**src/rtl/vga_pkg.sv**
```systemverilog
// Shared VGA timing defaults and the phase encoding used by both the
// horizontal and vertical sequencers.
package vga_pkg;

  localparam int unsigned VGA_H_ACTIVE = 640;
  localparam int unsigned VGA_H_FP     = 16;
  localparam int unsigned VGA_H_SYNC   = 96;
  localparam int unsigned VGA_H_BP     = 48;
  localparam int unsigned VGA_V_ACTIVE = 480;
  localparam int unsigned VGA_V_FP     = 10;
  localparam int unsigned VGA_V_SYNC   = 2;
  localparam int unsigned VGA_V_BP     = 33;

  localparam int unsigned VGA_H_TOTAL = VGA_H_ACTIVE + VGA_H_FP + VGA_H_SYNC + VGA_H_BP;
  localparam int unsigned VGA_V_TOTAL = VGA_V_ACTIVE + VGA_V_FP + VGA_V_SYNC + VGA_V_BP;

  typedef enum logic [1:0] {
    ACTIVE,
    FRONT,
    SYNC,
    BACK
  } phase_e;

endpackage

```
**src/rtl/vga_delay_line.sv**
```systemverilog
// Fixed-depth shift register with an asynchronous active-low reset to a
// configurable idle value; depth 0 degenerates to a wire.
module vga_delay_line #(
  parameter int unsigned       WIDTH   = 1,
  parameter int unsigned       DEPTH   = 1,
  parameter logic [WIDTH-1:0]  RST_VAL = '0
) (
  input  logic             clk_i,
  input  logic             rst_ni,
  input  logic [WIDTH-1:0] d_i,
  output logic [WIDTH-1:0] q_o
);

  if (DEPTH == 0) begin : g_bypass
    assign q_o = d_i;
  end else begin : g_pipe
    logic [WIDTH-1:0] stage_q [DEPTH];

    always_ff @(posedge clk_i or negedge rst_ni) begin
      if (!rst_ni) begin
        for (int unsigned i = 0; i < DEPTH; i++) stage_q[i] <= RST_VAL;
      end else begin
        stage_q[0] <= d_i;
        for (int unsigned i = 1; i < DEPTH; i++) stage_q[i] <= stage_q[i-1];
      end
    end

    assign q_o = stage_q[DEPTH-1];
  end

endmodule

```
**src/rtl/vga_timing_gen.sv**
```systemverilog
// VGA source timing: pixel/line counters with phase FSMs, sync/blank decode
// delayed to match the pixel source, and a blanked RGB output register.
module vga_timing_gen
  import vga_pkg::*;
#(
  parameter int unsigned H_ACTIVE = VGA_H_ACTIVE,
  parameter int unsigned H_FP     = VGA_H_FP,
  parameter int unsigned H_SYNC   = VGA_H_SYNC,
  parameter int unsigned H_BP     = VGA_H_BP,
  parameter int unsigned V_ACTIVE = VGA_V_ACTIVE,
  parameter int unsigned V_FP     = VGA_V_FP,
  parameter int unsigned V_SYNC   = VGA_V_SYNC,
  parameter int unsigned V_BP     = VGA_V_BP,
  parameter int unsigned PIPE_LAT = 2
) (
  input  logic       pixel_clk,
  input  logic       reset_n,
  input  logic       enable,
  input  logic [7:0] R_in,
  input  logic [7:0] G_in,
  input  logic [7:0] B_in,
  output logic [9:0] x,
  output logic [9:0] y,
  output logic       pix_req,
  output logic       line_start,
  output logic       frame_start,
  output logic       hsync_n,
  output logic       vsync_n,
  output logic       blank_n,
  output logic [7:0] R_dac,
  output logic [7:0] G_dac,
  output logic [7:0] B_dac
);

  localparam logic [9:0] H_ACT_END = 10'(H_ACTIVE - 1);
  localparam logic [9:0] H_FP_END  = 10'(H_ACTIVE + H_FP - 1);
  localparam logic [9:0] H_SY_END  = 10'(H_ACTIVE + H_FP + H_SYNC - 1);
  localparam logic [9:0] H_LAST    = 10'(H_ACTIVE + H_FP + H_SYNC + H_BP - 1);
  localparam logic [9:0] V_ACT_END = 10'(V_ACTIVE - 1);
  localparam logic [9:0] V_FP_END  = 10'(V_ACTIVE + V_FP - 1);
  localparam logic [9:0] V_SY_END  = 10'(V_ACTIVE + V_FP + V_SYNC - 1);
  localparam logic [9:0] V_LAST    = 10'(V_ACTIVE + V_FP + V_SYNC + V_BP - 1);

  logic [9:0] x_q, x_d, y_q, y_d;
  logic       run_q, run_d;
  phase_e     h_q, h_d, v_q, v_d;
  logic       line_end;

  always_ff @(posedge pixel_clk or negedge reset_n) begin
    if (!reset_n) begin
      x_q   <= '0;
      y_q   <= '0;
      run_q <= 1'b0;
      h_q   <= ACTIVE;
      v_q   <= ACTIVE;
    end else begin
      x_q   <= x_d;
      y_q   <= y_d;
      run_q <= run_d;
      h_q   <= h_d;
      v_q   <= v_d;
    end
  end

  // run_q holds the counters at 0 for the first enabled clock so x=0,y=0 is presented once
  always_comb begin
    x_d      = x_q;
    y_d      = y_q;
    h_d      = h_q;
    v_d      = v_q;
    run_d    = enable;
    line_end = (x_q == H_LAST);
    if (!enable) begin
      x_d = '0;
      y_d = '0;
      h_d = ACTIVE;
      v_d = ACTIVE;
    end else if (run_q) begin
      x_d = line_end ? '0 : x_q + 10'd1;
      unique case (h_q)
        ACTIVE: if (x_q == H_ACT_END) h_d = FRONT;
        FRONT:  if (x_q == H_FP_END)  h_d = SYNC;
        SYNC:   if (x_q == H_SY_END)  h_d = BACK;
        BACK:   if (line_end)         h_d = ACTIVE;
      endcase
      if (line_end) begin
        y_d = (y_q == V_LAST) ? '0 : y_q + 10'd1;
        unique case (v_q)
          ACTIVE: if (y_q == V_ACT_END) v_d = FRONT;
          FRONT:  if (y_q == V_FP_END)  v_d = SYNC;
          SYNC:   if (y_q == V_SY_END)  v_d = BACK;
          BACK:   if (y_q == V_LAST)    v_d = ACTIVE;
        endcase
      end
    end
  end

  assign x           = x_q;
  assign y           = y_q;
  assign pix_req     = run_q && (h_q == ACTIVE) && (v_q == ACTIVE);
  assign line_start  = run_q && (x_q == '0);
  assign frame_start = line_start && (y_q == '0);

  logic [2:0] raw, dly;
  assign raw = {h_q != SYNC, v_q != SYNC, pix_req};

  vga_delay_line #(
    .WIDTH   (3),
    .DEPTH   (PIPE_LAT),
    .RST_VAL (3'b110)
  ) u_dly (
    .clk_i  (pixel_clk),
    .rst_ni (reset_n),
    .d_i    (raw),
    .q_o    (dly)
  );

  logic       hs_q, vs_q, blank_q;
  logic [7:0] r_q, g_q, b_q;

  always_ff @(posedge pixel_clk or negedge reset_n) begin
    if (!reset_n) begin
      hs_q    <= 1'b1;
      vs_q    <= 1'b1;
      blank_q <= 1'b0;
      r_q     <= '0;
      g_q     <= '0;
      b_q     <= '0;
    end else begin
      hs_q    <= dly[2];
      vs_q    <= dly[1];
      blank_q <= dly[0];
      r_q     <= dly[0] ? R_in : '0;
      g_q     <= dly[0] ? G_in : '0;
      b_q     <= dly[0] ? B_in : '0;
    end
  end

  assign hsync_n = hs_q;
  assign vsync_n = vs_q;
  assign blank_n = blank_q;
  assign R_dac   = r_q;
  assign G_dac   = g_q;
  assign B_dac   = b_q;

endmodule
```
**config.mk**
```make
export PLATFORM = sky130hd
export DESIGN_NAME = vga_timing_gen
export DESIGN_NICKNAME = d
export VERILOG_FILES = /design/src/rtl/vga_pkg.sv /design/src/rtl/vga_delay_line.sv /design/src/rtl/vga_timing_gen.sv
export SDC_FILE = /design/constraint.sdc
export NUM_CORES = 1
export LEC_CHECK = 0
export ABC_AREA = 1
export BUFFER_PORTS_ARGS = -buffer_cell sky130_fd_sc_hd__buf_2
export CAP_MARGIN = 20
export CORE_UTILIZATION = 25
export DETAILED_ROUTE_END_ITERATION = 8
export GPL_TIMING_DRIVEN = 0
export PLACE_DENSITY = 0.41
export SLEW_MARGIN = 30
export SYNTH_ARGS = -nofsm -noshare
export SYNTH_HDL_FRONTEND = slang
export SYNTH_HIERARCHICAL = 1
export SYNTH_SLANG_ARGS = --single-unit
```
**constraint.sdc**
```tcl
create_clock -name pixel_clk -period 1.9 [get_ports pixel_clk]
set_clock_uncertainty 0.15 [all_clocks]
set_input_delay 0.19 -clock pixel_clk [delete_from_list [all_inputs] [get_ports pixel_clk]]
set_output_delay 0.19 -clock pixel_clk [all_outputs]
set_load 0.02 [all_outputs]
```
==> impl_metrics.ini <==
[drt]
routed-via-count = 2515
route.detailed.wl_per_inst_um = 12.1
wl_mm = 7.23
antenna_left = 0
drt_pre_antenna_iters = 4
post-route-drc-count = 0
mean_number_of_vias_per_cell = 4.21
drt_iter0_markers = 158

[yosys]
post_synth_most_frequent_cells = sky130_fd_sc_hd__nand2_1, sky130_fd_sc_hd__inv_1, sky130_fd_sc_hd__dfrtp_1, sky130_fd_sc_hd__nor2_1, sky130_fd_sc_hd__nand3_1
syn_avg_cell_area_sq_um = 8.60
yosysTopAreaCellShare_pct = 46.1
yosys-top-cells-area = sky130_fd_sc_hd__dfrtp_1, sky130_fd_sc_hd__nand2_1, sky130_fd_sc_hd__inv_1, sky130_fd_sc_hd__ha_1, sky130_fd_sc_hd__dfstp_2
synth_area_sq_um = 2820
sequential_cell_area_fraction_in_the_yosys_report_pct = 51.7
yosysUniqueCellTypes = 33
yosys_warnings = 6
synth-edff-count = 0
postSynthRegisterBits = 58
yosys.cell_count.top_type = sky130_fd_sc_hd__nand2_1
number_of_standard_cells_after_synthesis = 328
synth_top_cell_by_area = sky130_fd_sc_hd__dfrtp_1
ys.flop_type = sky130_fd_sc_hd__dfrtp_1
number_of_nets_produced_by_synthesis = 368
asyncSetResetFlopFracSynth_pct = 100

[placed_design]
post-place-ws_ns = 0.0359
post-place-cells = 544
globalplace.congestion = 0.812
buffer_ports.inserted = 76
place_hpwl_mm = 4.82
dpl_cell_area_sq_um = 3380

[floorplan]
number_of_rows_created_at_floorplan = 38
design.core.area_sq_um = 10900
floorplan.initialDensity_pct = 25.8
top_level_ports = 77
die_area_sq_um = 11700
die-width_um = 108
die_y_um = 108

[timing]
setup_violations = 1
finalHoldWorstSlack_ns = 0.201
timing.final.crit_period_ns = 1.94
finalHoldViolations = 0
timing_max_transition_violations_final = 0
setup_repair_after_global_routing_missed_its_margin = true
worst_slack_ns = -0.0394
worst-slew-pin-transition_ns = 0.757
maxSlewHeadroom_pct = 49.6
clock.fmax_mhz = 516
layout_worst_path_cycle_share_pct = 102

[layout]
finalNetCount = 493
layout-area-overhead-vs-synth_pct = 47.8
insertedDiodeCount = 0
fillers = 1111
final_cell_area_sq_um = 4170
drive_above_1_share_pct = 31.0
post_layout_nonfiller_instances = 598

[worst_hold_path]
worstHoldPathType = reg -> reg
min_delay_path_depth = 0

[clocking]
clk_root_buffer_cell = sky130_fd_sc_hd__clkbuf_16
clk-insertion-delay-late_ns = 0.33
ctsLongestPathBuffers = 2
cts.clk_slew.worst_paths_ns = 0.06
cts_sinks = 58
cts_tree = yes
cts-htree-levels = 3
num_cts_buffers = 9

[global_route]
grt_pass1_wl_mm = 11.4
pin_count_of_the_biggest_net_entering_global_routing = 59
grt_antenna_before_repair = 0
grt.overflow.total = 0
globalRouteTotalUtil_pct = 12.8
number_of_global_route_vias_before_repair = 2401

[critical_path]
critical_path_start_type = flop
worst-setup-path-type = reg -> out
cp_data_required_time_ns = 1.56
worst-endpoint-arrival_ns = 1.60
timing.critical_path.to_type = primary output
timing.reg2reg.worst_path_depth = 8
critical_path_peak_fanout = 2

[pwr]
cellPowerDensity_nw_per_um2 = 1160
leakagePower_uw = 0.00229
design_power_total_uw = 4850
worst_vdd_rail_ir_drop_uv = 646

[run]
max_cap_violations = 0

[run_status]
failed_checks = negative setup slack
run_status = complete, but fails checks
==> cell type report <==
type,count,area [sq um],area share [%]
plain buffers,10,73.8,1.77
clock buffers,12,267,6.39
clock inverters,4,72.6,1.74
inverters,62,233,5.58
multi-input cells,198,1120,27.0
flip-flops and latches,58,1460,35.0
well taps,140,175,4.20
repair buffers,114,763,18.3
==> state kept, by name, indices dropped and copies added (netlist names) <==
| signal | cells |
|---|---|
| R_dac | 8 |
| run_q | 1 |
| B_dac | 8 |
| hsync_n | 1 |
| h_q | 2 |
| blank_n | 1 |
| x | 10 |
| y | 10 |
| u_dly/q_o | 3 |
| vsync_n | 1 |
| G_dac | 8 |
| v_q | 2 |
| u_dly/g_pipe.stage_q | 3 |
==> metrics by stage <==
step	setup TNS (ns)	utilization (%)
finish	-0.0394	38.1
CTS	-0.153	36.8
global placement	0	30.9
detailed placement	0	30.9
global route	-0.345	38.1
floorplan	0	-
==> critical path, stage by stage, from the launching register on <==
cell	delay, ns
sky130_fd_sc_hd__dfrtp_1	0.39
sky130_fd_sc_hd__inv_2	0.09
sky130_fd_sc_hd__ha_4	0.12
sky130_fd_sc_hd__nand2_2	0.05
sky130_fd_sc_hd__nor3_2	0.14
sky130_fd_sc_hd__nand4_1	0.19
sky130_fd_sc_hd__nor2_1	0.14
sky130_fd_sc_hd__buf_4	0.15
==> layout by cell type, fill, tap and decap left out, types with 5 or more instances in the layout <==
cell type,count
sky130_fd_sc_hd__o21ai_1,6
sky130_fd_sc_hd__xor2_1,5
sky130_fd_sc_hd__dfrtp_1,51
sky130_fd_sc_hd__ha_1,11
sky130_fd_sc_hd__nand2_1,84
sky130_fd_sc_hd__clkbuf_16,10
sky130_fd_sc_hd__buf_4,15
sky130_fd_sc_hd__buf_2,75
sky130_fd_sc_hd__a21oi_1,6
sky130_fd_sc_hd__inv_1,58
sky130_fd_sc_hd__nor2_1,20
sky130_fd_sc_hd__o21ai_0,7
sky130_fd_sc_hd__nand4_1,8
sky130_fd_sc_hd__dlygate4sd3_1,26
sky130_fd_sc_hd__dfstp_2,6
sky130_fd_sc_hd__nor3_1,6
sky130_fd_sc_hd__nand3_1,19
==> final timing paths <==
check / start / to / slack (ns)
min: u_dly/g_pipe.stage_q[3] / u_dly/q_o[0] / 0.20
max in group asynchronous: reset_n / y[0] / 0.73
min in group asynchronous: reset_n / R_dac[6] / 0.34
max: x[0] / frame_start / -0.04
min reg2reg: u_dly/g_pipe.stage_q[3] / u_dly/q_o[0] / 0.20
max reg2reg: x[0] / y[1] / 0.09
==> where the power goes <==
group          total (uW)  switching [uW]  leakage, uW  internal (uW)
Combinational        1380             837      0.00136            547
Sequential           1630             121     0.000767           1510
Clock                1830             575     0.000165           1250
==> cells by family (layout without fill, tap and decap cells) <==
group           after synthesis  count (layout)  synth area share (%)
compound gates               27              27                  5.72
xor+xnor                      5               5                  1.55
fa+ha+maj                    13              13                  5.77
buf+inv                      72             202                  10.7
flops                        58              58                  51.7
simple gates                153             153                  24.5
==> metal layers <==
layer / vias to the layer above / routed length, um / global-route usage (%)
met4: 0 / 160 / 7.63
met5: - / 0 / 0
met1: 1165 / 3450 / 16.0
met2: 73 / 3240 / 20.2
met3: 11 / 369 / 2.65
li1: 1266 / - / -
==> timing repair <==
action                                  4_1_cts  5_1_grt
cloned                                        0        1
setup buffers                                 4        7
gates resized for setup                       5       18
endpoints found under the setup margin        2       17
endpoints found under the hold margin        77        0
hold buffers                                 26        0
pin swaps                                     2        8
No activity file was read; power rests on OpenSTA's default activity.
